--- config.mk ---
export PLATFORM = sky130hd
export DESIGN_NAME = key_reset_ctrl_flat
export DESIGN_NICKNAME = d
export VERILOG_FILES = /design/src/rtl/key_reset_ctrl_pkg.sv /design/src/rtl/key_reset_ctrl_if.sv /design/src/rtl/key_reset_ctrl_sync_debounce.sv /design/src/rtl/key_reset_ctrl.sv /design/src/flat_wrapper.sv
export SDC_FILE = /design/constraint.sdc
export NUM_CORES = 1
export LEC_CHECK = 0
export BUFFER_PORTS_ARGS = -buffer_cell sky130_fd_sc_hd__buf_2
export CORE_MARGIN = 2
export CORE_UTILIZATION = 45
export DETAILED_ROUTE_END_ITERATION = 16
export HOLD_SLACK_MARGIN = 0.03
export PLACE_DENSITY = 0.75
export SLEW_MARGIN = 20
export SYNTH_ARGS = -nofsm -noshare
export SYNTH_HDL_FRONTEND = slang
export SYNTH_SLANG_ARGS = --single-unit
--- constraint.sdc ---
create_clock -name clk -period 2.5 [get_ports clk]
set_clock_uncertainty 0.15 [all_clocks]
set_input_delay 0.25 -clock clk [delete_from_list [all_inputs] [get_ports clk]]
set_output_delay 0.25 -clock clk [all_outputs]
set_load 0.02 [all_outputs]
--- src/rtl/key_reset_ctrl_pkg.sv ---
// key_reset_ctrl_pkg: shared FSM state encodings and default debounce/stretch lengths
package key_reset_ctrl_pkg;
  typedef enum logic [1:0] {
    IDLE    = 2'd0,
    HOLD    = 2'd1,
    STRETCH = 2'd2
  } state_t;
  localparam int DEB_CYCLES_DEF = 500000;
  localparam int RST_CYCLES_DEF = 16;
endpackage

--- src/rtl/key_reset_ctrl_if.sv ---
// key_reset_ctrl_if: key/reset bundle; key_in to the block, core_rst/key_level/press_pulse/press_count[7:0] back
interface key_reset_ctrl_if;
  logic       key_in;
  logic       core_rst;
  logic       key_level;
  logic       press_pulse;
  logic [7:0] press_count;
  modport master (output key_in, input core_rst, key_level, press_pulse, press_count);
  modport slave (input key_in, output core_rst, key_level, press_pulse, press_count);
endinterface

--- src/rtl/key_reset_ctrl_sync_debounce.sv ---
// sync_debounce: 2-flop sync + 20-bit debounce of key_in; ports clk, rst (async low), key_in -> key_level, level_rise (accepted 0->1 strobe)
module sync_debounce
  import key_reset_ctrl_pkg::*;
#(
  parameter int DEB_CYCLES = DEB_CYCLES_DEF
) (
  input  logic clk,
  input  logic rst,
  input  logic key_in,
  output logic key_level,
  output logic level_rise
);
  logic        sync1;
  logic        sync2;
  logic [19:0] cnt;
  logic        mismatch;
  logic        hit;
  assign mismatch   = sync2 != key_level;
  assign hit        = mismatch && cnt == 20'(DEB_CYCLES - 1);
  assign level_rise = hit && !key_level;
  always_ff @(posedge clk or negedge rst) begin
    if (!rst) begin
      sync1     <= 1'b0;
      sync2     <= 1'b0;
      cnt       <= '0;
      key_level <= 1'b0;
    end else begin
      sync1     <= key_in;
      sync2     <= sync1;
      cnt       <= (mismatch && !hit) ? cnt + 20'd1 : '0;
      key_level <= key_level ^ hit;
    end
  end
endmodule

--- src/rtl/key_reset_ctrl.sv ---
// key_reset_ctrl: debounced key to stretched core reset; ports clk, rst (async low), bus.slave (key_in in; core_rst, key_level, press_pulse, press_count out)
module key_reset_ctrl
  import key_reset_ctrl_pkg::*;
#(
  parameter int DEB_CYCLES = DEB_CYCLES_DEF,
  parameter int RST_CYCLES = RST_CYCLES_DEF
) (
  input logic           clk,
  input logic           rst,
  key_reset_ctrl_if.slave bus
);
  state_t     state;
  state_t     next_state;
  logic [7:0] scnt;
  logic [7:0] press_count;
  logic       core_rst;
  logic       press_pulse;
  logic       key_level;
  logic       level_rise;
  sync_debounce #(.DEB_CYCLES(DEB_CYCLES)) u_deb (
    .clk       (clk),
    .rst       (rst),
    .key_in    (bus.key_in),
    .key_level (key_level),
    .level_rise(level_rise)
  );
  always_comb begin
    next_state = state == HOLD ? (key_level ? HOLD : STRETCH) :
                 level_rise ? HOLD :
                 (state == STRETCH && scnt != 8'(RST_CYCLES - 1)) ? STRETCH : IDLE;
  end
  always_ff @(posedge clk or negedge rst) begin
    if (!rst) begin
      state       <= STRETCH;
      scnt        <= '0;
      core_rst    <= 1'b1;
      press_pulse <= 1'b0;
      press_count <= '0;
    end else begin
      state       <= next_state;
      scnt        <= (state == STRETCH && next_state == STRETCH) ? scnt + 8'd1 : '0;
      core_rst    <= next_state != IDLE;
      press_pulse <= level_rise;
      press_count <= press_count + 8'(level_rise);
    end
  end
  assign bus.core_rst    = core_rst;
  assign bus.key_level   = key_level;
  assign bus.press_pulse = press_pulse;
  assign bus.press_count = press_count;
endmodule

--- src/flat_wrapper.sv ---
// flat-port wrapper written by rule: the top's interface ports become plain ports
module key_reset_ctrl_flat import key_reset_ctrl_pkg::*;
#(
  parameter int DEB_CYCLES = DEB_CYCLES_DEF,
  parameter int RST_CYCLES = RST_CYCLES_DEF
)
  (clk, rst, bus_key_in, bus_core_rst, bus_key_level, bus_press_pulse, bus_press_count);
  key_reset_ctrl_if bus_i ();
  input logic clk;
  input logic rst;
  input wire logic [$bits(bus_i.key_in)-1:0] bus_key_in;
  output wire logic [$bits(bus_i.core_rst)-1:0] bus_core_rst;
  output wire logic [$bits(bus_i.key_level)-1:0] bus_key_level;
  output wire logic [$bits(bus_i.press_pulse)-1:0] bus_press_pulse;
  output wire logic [$bits(bus_i.press_count)-1:0] bus_press_count;
  assign bus_i.key_in = bus_key_in;
  assign bus_core_rst = bus_i.core_rst;
  assign bus_key_level = bus_i.key_level;
  assign bus_press_pulse = bus_i.press_pulse;
  assign bus_press_count = bus_i.press_count;
  key_reset_ctrl #(.DEB_CYCLES(DEB_CYCLES), .RST_CYCLES(RST_CYCLES)) u_core (.clk(clk), .rst(rst), .bus(bus_i));
endmodule
Word level (Yosys, flattened, before mapping)
Cells that the tools add are included.

Flip-flop bits (word level): 43. Input port bits: 3. Output and inout port bits: 11. Logic and storage cells: 33.

Add/sub/neg operators: 3. Equal/unequal tests: 6. Multiplexer cells: 6. Bitwise operators: 1. Reduce and logical (&&, ||, !) cells: 8.

Operators with widths (count): adder 20 x 1 -> 20 bit (second input constant) (1); equality test 20 x 19 -> 1 bit (second input constant) (1); 2-to-1 mux 20 bit (1); adder 8 x 1 -> 8 bit (1); adder 8 x 1 -> 8 bit (second input constant) (1); 2-to-1 mux 2 bit (4); 2-to-1 mux 8 bit (1); != test 8 x 4 -> 1 bit (second input constant) (1); logical AND 1 bit (5); equality test 2 bit (second input constant) (2); equality test 2 x 1 -> 1 bit (second input constant) (1); logical NOT 1 bit (2); nonzero test 2 bit (1); != test 1 bit (1); XOR 1 bit (1).

Logic depth before layout (Yosys ltp)
Depth after elaboration: 8. Gate-level depth with buffers: 9. Mapped depth without buffers: 9.

Cells and area by module
Synthesis repeated with hierarchy kept, for this count alone.

Cell total of the unflattened synthesis: 188. Area total of the unflattened synthesis: 2019.4 µm².

Modules (own cells, without submodules): sync_debounce (instances 1, cells an instance 117, area each 1163.6 µm², seq. area each 575.6 µm²); key_reset_ctrl (instances 1, cells an instance 71, area each 855.8 µm², seq. area each 503.0 µm²).

Worst setup path before layout
OpenSTA, ideal clock, no wires.

Path type: register -> register. Start point: register u_core.u_deb.cnt[11]. End point: register u_core.press_count[5], in the netlist u_core.bus.press_count[5]. Setup time: 0.129 ns. Arrival: 2.156 ns. Required time: 2.221 ns. Setup slack: 0.065 ns. Cell stages (with the launch flop): 9. Buffers on the path: 0. Cell sequence: dfrtp_1 or4b_1 or3_4 or2_1 inv_1 ha_1 and3_1 nand3_1 xnor2_1.

Longest elaborated chain between the ends: 4.

Ends and longest elaborated chain: from (decl) (RTL line key_reset_ctrl_sync_debounce.sv:15) `logic [19:0] cnt;`; from (signal assigned) (RTL line key_reset_ctrl_sync_debounce.sv:30) `cnt <= (mismatch && !hit) ? cnt + 20'd1 : '0;`; equality test 20 x 19 -> 1 bit (RTL line key_reset_ctrl_sync_debounce.sv:19) `assign hit = mismatch && cnt == 20'(DEB_CYCLES - 1);`; logical AND 1 bit (RTL line key_reset_ctrl_sync_debounce.sv:19); logical AND 1 bit (RTL line key_reset_ctrl_sync_debounce.sv:20) `assign level_rise = hit && !key_level;`; via u_core.level_rise (RTL line key_reset_ctrl.sv:19) `logic level_rise;`; adder 8 x 1 -> 8 bit (RTL line key_reset_ctrl.sv:44) `press_count <= press_count + 8'(level_rise);`; to (signal assigned) (RTL line key_reset_ctrl.sv:44); to (decl) (RTL line key_reset_ctrl.sv:15) `logic [7:0] press_count;`.

The timed path passes the listed nets, and every way through them passes these cells.

Worst setup path after layout
Start point: register u_core.u_deb.cnt[14]. End point: register u_core.press_count[5], in the netlist u_core.bus.press_count[5].

The elaborated chain is that of the path after synthesis.

==> summary.md <==
| Metric | Value |
|---|---|
| Final Hold Violating Endpoints | `0` |
| EDFF count, synth | `0` |
| Number of optimization iterations in the first detailed-route pass | `4` |
| Vias in the first global route | `1344` |
| Top Layer Used | `met4` |
| Count of unresolved DRC violations after routing | `0` |
| Number of clock sinks seen by CTS | `43` |
| Clock Path Buffers | `2` |
| Main area contributors after synthesis | `sky130_fd_sc_hd__dfrtp_1 53%, sky130_fd_sc_hd__xnor2_1 6.3%, sky130_fd_sc_hd__nor2_1 5.0%` |
| Gpl congestion | `0.739` |
| Final Core Density | `0.568` |
| Fraction of synthesized area in multiplexers | `0.00578` |
| Average detailed-routed wire length per instance | `13.3 um` |
| Peak supply drop | `539 uV` |
| Status | `completed` |
| Type of the worst setup path | `flop to flop` |
| Cells after synthesis | `182` |
| Clock input transition at the sequential cells of the worst setup and hold paths | `80 ps` |
| #FFs+latches synth | `43` |
| Share of synthesized area occupied by flip-flops and latches | `0.554` |
| CP max FO | `3` |
| Power per cell area | `561 mW/mm^2` |
| Library cells used by synthesis | `35` |
| Antenna violations before repair | `0` |
| Class of the most critical hold timing path | `flop to flop` |
| Critical path's slowest cell | `sky130_fd_sc_hd__or4b_1` |
| Top-area cell type share of the netlist area | `0.527` |
| TritonCTS clock tree | `built` |
| Cell Rows | `23` |
| Warnings from Yosys | `0` |
| Routed met2 length | `1690 um` |
| Maximum clock rate | `0.415 GHz` |
| Top cell type by total area after synthesis | `sky130_fd_sc_hd__dfrtp_1` |
| Largest net degree at the start of global routing | `44` |
| Die Span Y | `69.8 um` |
| Total grt overflow | `0` |
| Required time at the worst-slack endpoint | `2530 ps` |
| Via total after detailed routing | `1405` |
| Slew Limit Headroom | `0.388` |
| Worst path max stage delay | `520 ps` |
| Simple-gate area share of the yosys netlist | `0.240` |
| Share of the synthesized area in compound gates (AO/OA/AOI/OAI) | `0.0501` |
| I/O pin cnt | `14` |
| Synthesized area | `0.00195 mm^2` |
| Share of layout cells above drive strength 1 | `0.230` |
| H-tree lvl count | `2` |
| Pins over their slew limit | `0` |
| Finish-stage setup viols | `0` |
| Most common cell in the netlist | `sky130_fd_sc_hd__dfrtp_1` |
| Fin crit share | `0.965` |
| Final critical delay including setup and external delays | `2410 ps` |
| Mapped Nets | `189` |
| Number of maximum-capacitance violations | `0` |
| Synth top cells by count | `41 x sky130_fd_sc_hd__dfrtp_1, 26 x sky130_fd_sc_hd__nor2_1, 14 x sky130_fd_sc_hd__xnor2_1` |
| Wire length the detailed router placed on met1 | `1680 um` |
| # port buffers | `13` |
| Ant diodes | `0` |
| Wire length on met3 | `68 um` |
| Post-Synth Adder-Cell Area | `0.0257` |
| Nature of the critical path endpoint | `flop` |
| Die Width | `69.8 um` |
| Pin slew with the least headroom to its limit | `918 ps` |
| Root buf cell | `sky130_fd_sc_hd__clkbuf_8` |
| Number of fillers in the final layout | `330` |
| Antenna Nets Post-Route | `0` |
| Global-route total usage across every layer | `0.154` |
| Total CTS buffers | `5` |
| Global-route wire length before repair | `5950 um` |
| Share of async-settable or async-resettable flops after synthesis | `1.00` |
| Leakage component of the power | `1.04 nW` |
| Startpoint class of the critical path | `flop` |
| Die outline area | `0.00487 mm^2` |
| Signal arrival time at the worst endpoint | `2440 ps` |
| Iteration-0 DRC Markers | `43` |
| Worst-path cell chain | `or4b_1 -> or3_4 -> or2_4 -> inv_4 -> ha_4 -> and3_4 -> nand3_1 -> xnor2_1` |
| DPL Wire Length | `2270 um` |
| Total wirelength of the detailed-routed design | `3500 um` |
| Area Overhead vs Synth | `19.2%` |
| Clk Latency, worst-skew pair | `300 ps` |
| Most common flop cell mapped by yosys | `sky130_fd_sc_hd__dfrtp_1` |
| Post-detailed-route via-to-cell ratio | `5.34` |
| Synthesized-area fraction occupied by xor and xnor cells | `0.108` |
| Synthesized area per cell | `10.7 um^2` |
| Dominant combinational cell family by area after synthesis | `simple AND/OR/NAND/NOR gates` |
| Summed negative setup slack over all endpoints | `0 ps` |
| CORE AREA | `0.00409 mm^2` |
| Number of nets in the final layout | `219` |
| Initial core utilization | `0.477` |
[placed cells by master (no fill, tap or decap), types with 3 or more instances in the layout]
| master | count |
|---|---|
| sky130_fd_sc_hd__inv_1 | 3 |
| sky130_fd_sc_hd__nor2_1 | 26 |
| sky130_fd_sc_hd__clkbuf_8 | 6 |
| sky130_fd_sc_hd__a21oi_1 | 7 |
| sky130_fd_sc_hd__xnor2_1 | 14 |
| sky130_fd_sc_hd__and3_1 | 3 |
| sky130_fd_sc_hd__dfrtp_1 | 41 |
| sky130_fd_sc_hd__nand2_1 | 12 |
| sky130_fd_sc_hd__xor2_1 | 10 |
| sky130_fd_sc_hd__buf_4 | 11 |
| sky130_fd_sc_hd__nor3_1 | 4 |
| sky130_fd_sc_hd__nor2b_1 | 3 |
| sky130_fd_sc_hd__o21ai_0 | 4 |
| sky130_fd_sc_hd__buf_2 | 13 |
| sky130_fd_sc_hd__nand3_1 | 12 |
| sky130_fd_sc_hd__o31ai_1 | 3 |
| sky130_fd_sc_hd__nand4_1 | 5 |
| sky130_fd_sc_hd__or4_1 | 3 |
[logic make-up (layout without fill, tap and decap cells)]
family	after synthesis	after routing
xor+xnor	24	24
buf+inv	7	38
simple gates	86	86
fa+ha+maj	4	4
mux	1	1
flops	43	43
compound gates	17	17
[final timing paths]
| check | depth (start not counted) | slack, ps | to | startpoint |
|---|---|---|---|---|
| worst max-delay path | 8 | 90 | u_core.bus.press_count[5]$_DFF_PN0_ | u_core.u_deb.cnt[14]$_DFF_PN0_ |
| worst min-delay path | 0 | 200 | u_core.u_deb.sync2$_DFF_PN0_ | u_core.u_deb.sync1$_DFF_PN0_ |
| worst max register to register | 8 | 90 | u_core.bus.press_count[5]$_DFF_PN0_ | u_core.u_deb.cnt[14]$_DFF_PN0_ |
| worst min register to register | 0 | 200 | u_core.u_deb.sync2$_DFF_PN0_ | u_core.u_deb.sync1$_DFF_PN0_ |
| max in group asynchronous | 2 | 1140 | u_core.bus.press_count[2]$_DFF_PN0_ | rst |
| min in group asynchronous | 2 | 480 | u_core.u_deb.cnt[0]$_DFF_PN0_ | rst |
[metrics by stage]
step / hold slack, ps / instance area [um^2] / total power (W) / cells / setup WS [ps]
2_1_floorplan: -196 / 1950 / 0.000733 / 182 / 64.5
3_3_place_gp: 185 / 2130 / 0.000751 / 252 / 105
3_5_place_dp: 186 / 2130 / 0.000751 / 252 / 72.1
4_1_cts: 204 / 2270 / 0.00131 / 262 / 38.7
5_1_grt: 212 / 2320 / 0.00135 / 263 / -24.0
6_report: 204 / 2320 / 0.00130 / 263 / 88.5
[cell type report]
cell class	instances	area [um^2]	share of cell area
timing repair buffer	26	168	0.0722
sequential	43	1080	0.464
clock buffer	6	82.6	0.0356
clock inverter	2	38.8	0.0167
multi-input combinational	132	875	0.377
inverter	4	17.5	0.00754
tap	50	62.6	0.0269
[metal layers]
layer / track usage / vias up
li1: - / 695
met1: 0.212 / 691
met2: 0.232 / 13
met3: 0.0349 / 6
met4: 0.0705 / 0
met5: 0 / -
[sequential cells by signal (all words and copies together) (netlist names), named ones only]
signal                  flops
u_core.u_deb.cnt           20
u_core.bus.press_count      8
u_core.scnt                 8
u_core.state                2
u_core.bus.core_rst         1
u_core.bus.press_pulse      1
u_core.u_deb.sync1          1
u_core.u_deb.sync2          1
[repair_timing]
| item | 4_1_cts | 5_1_grt |
|---|---|---|
| hold buffers | 2 | 0 |
| resized for setup | 0 | 9 |
| endpoints found under the setup margin | 0 | 5 |
| setup buffers | 0 | 1 |
| hold endpoints to repair | 42 | 0 |
[worst max-delay path, delay by kind of cell, from the launching register on]
kind | cells | cell delay [ps]
adder cells (fa/ha/maj) | 1 | 140
XOR/XNOR | 1 | 140
flip-flops | 1 | 390
buffers and inverters | 1 | 70
AND/OR/NAND/NOR | 5 | 1420
[power breakdown]
group / switching [W] / internal [W]
logic: 0.0000237 / 0.0000101
registers: 0.00000499 / 0.000701
clock network: 0.000236 / 0.000328
No activity file was read; power rests on OpenSTA's default activity.
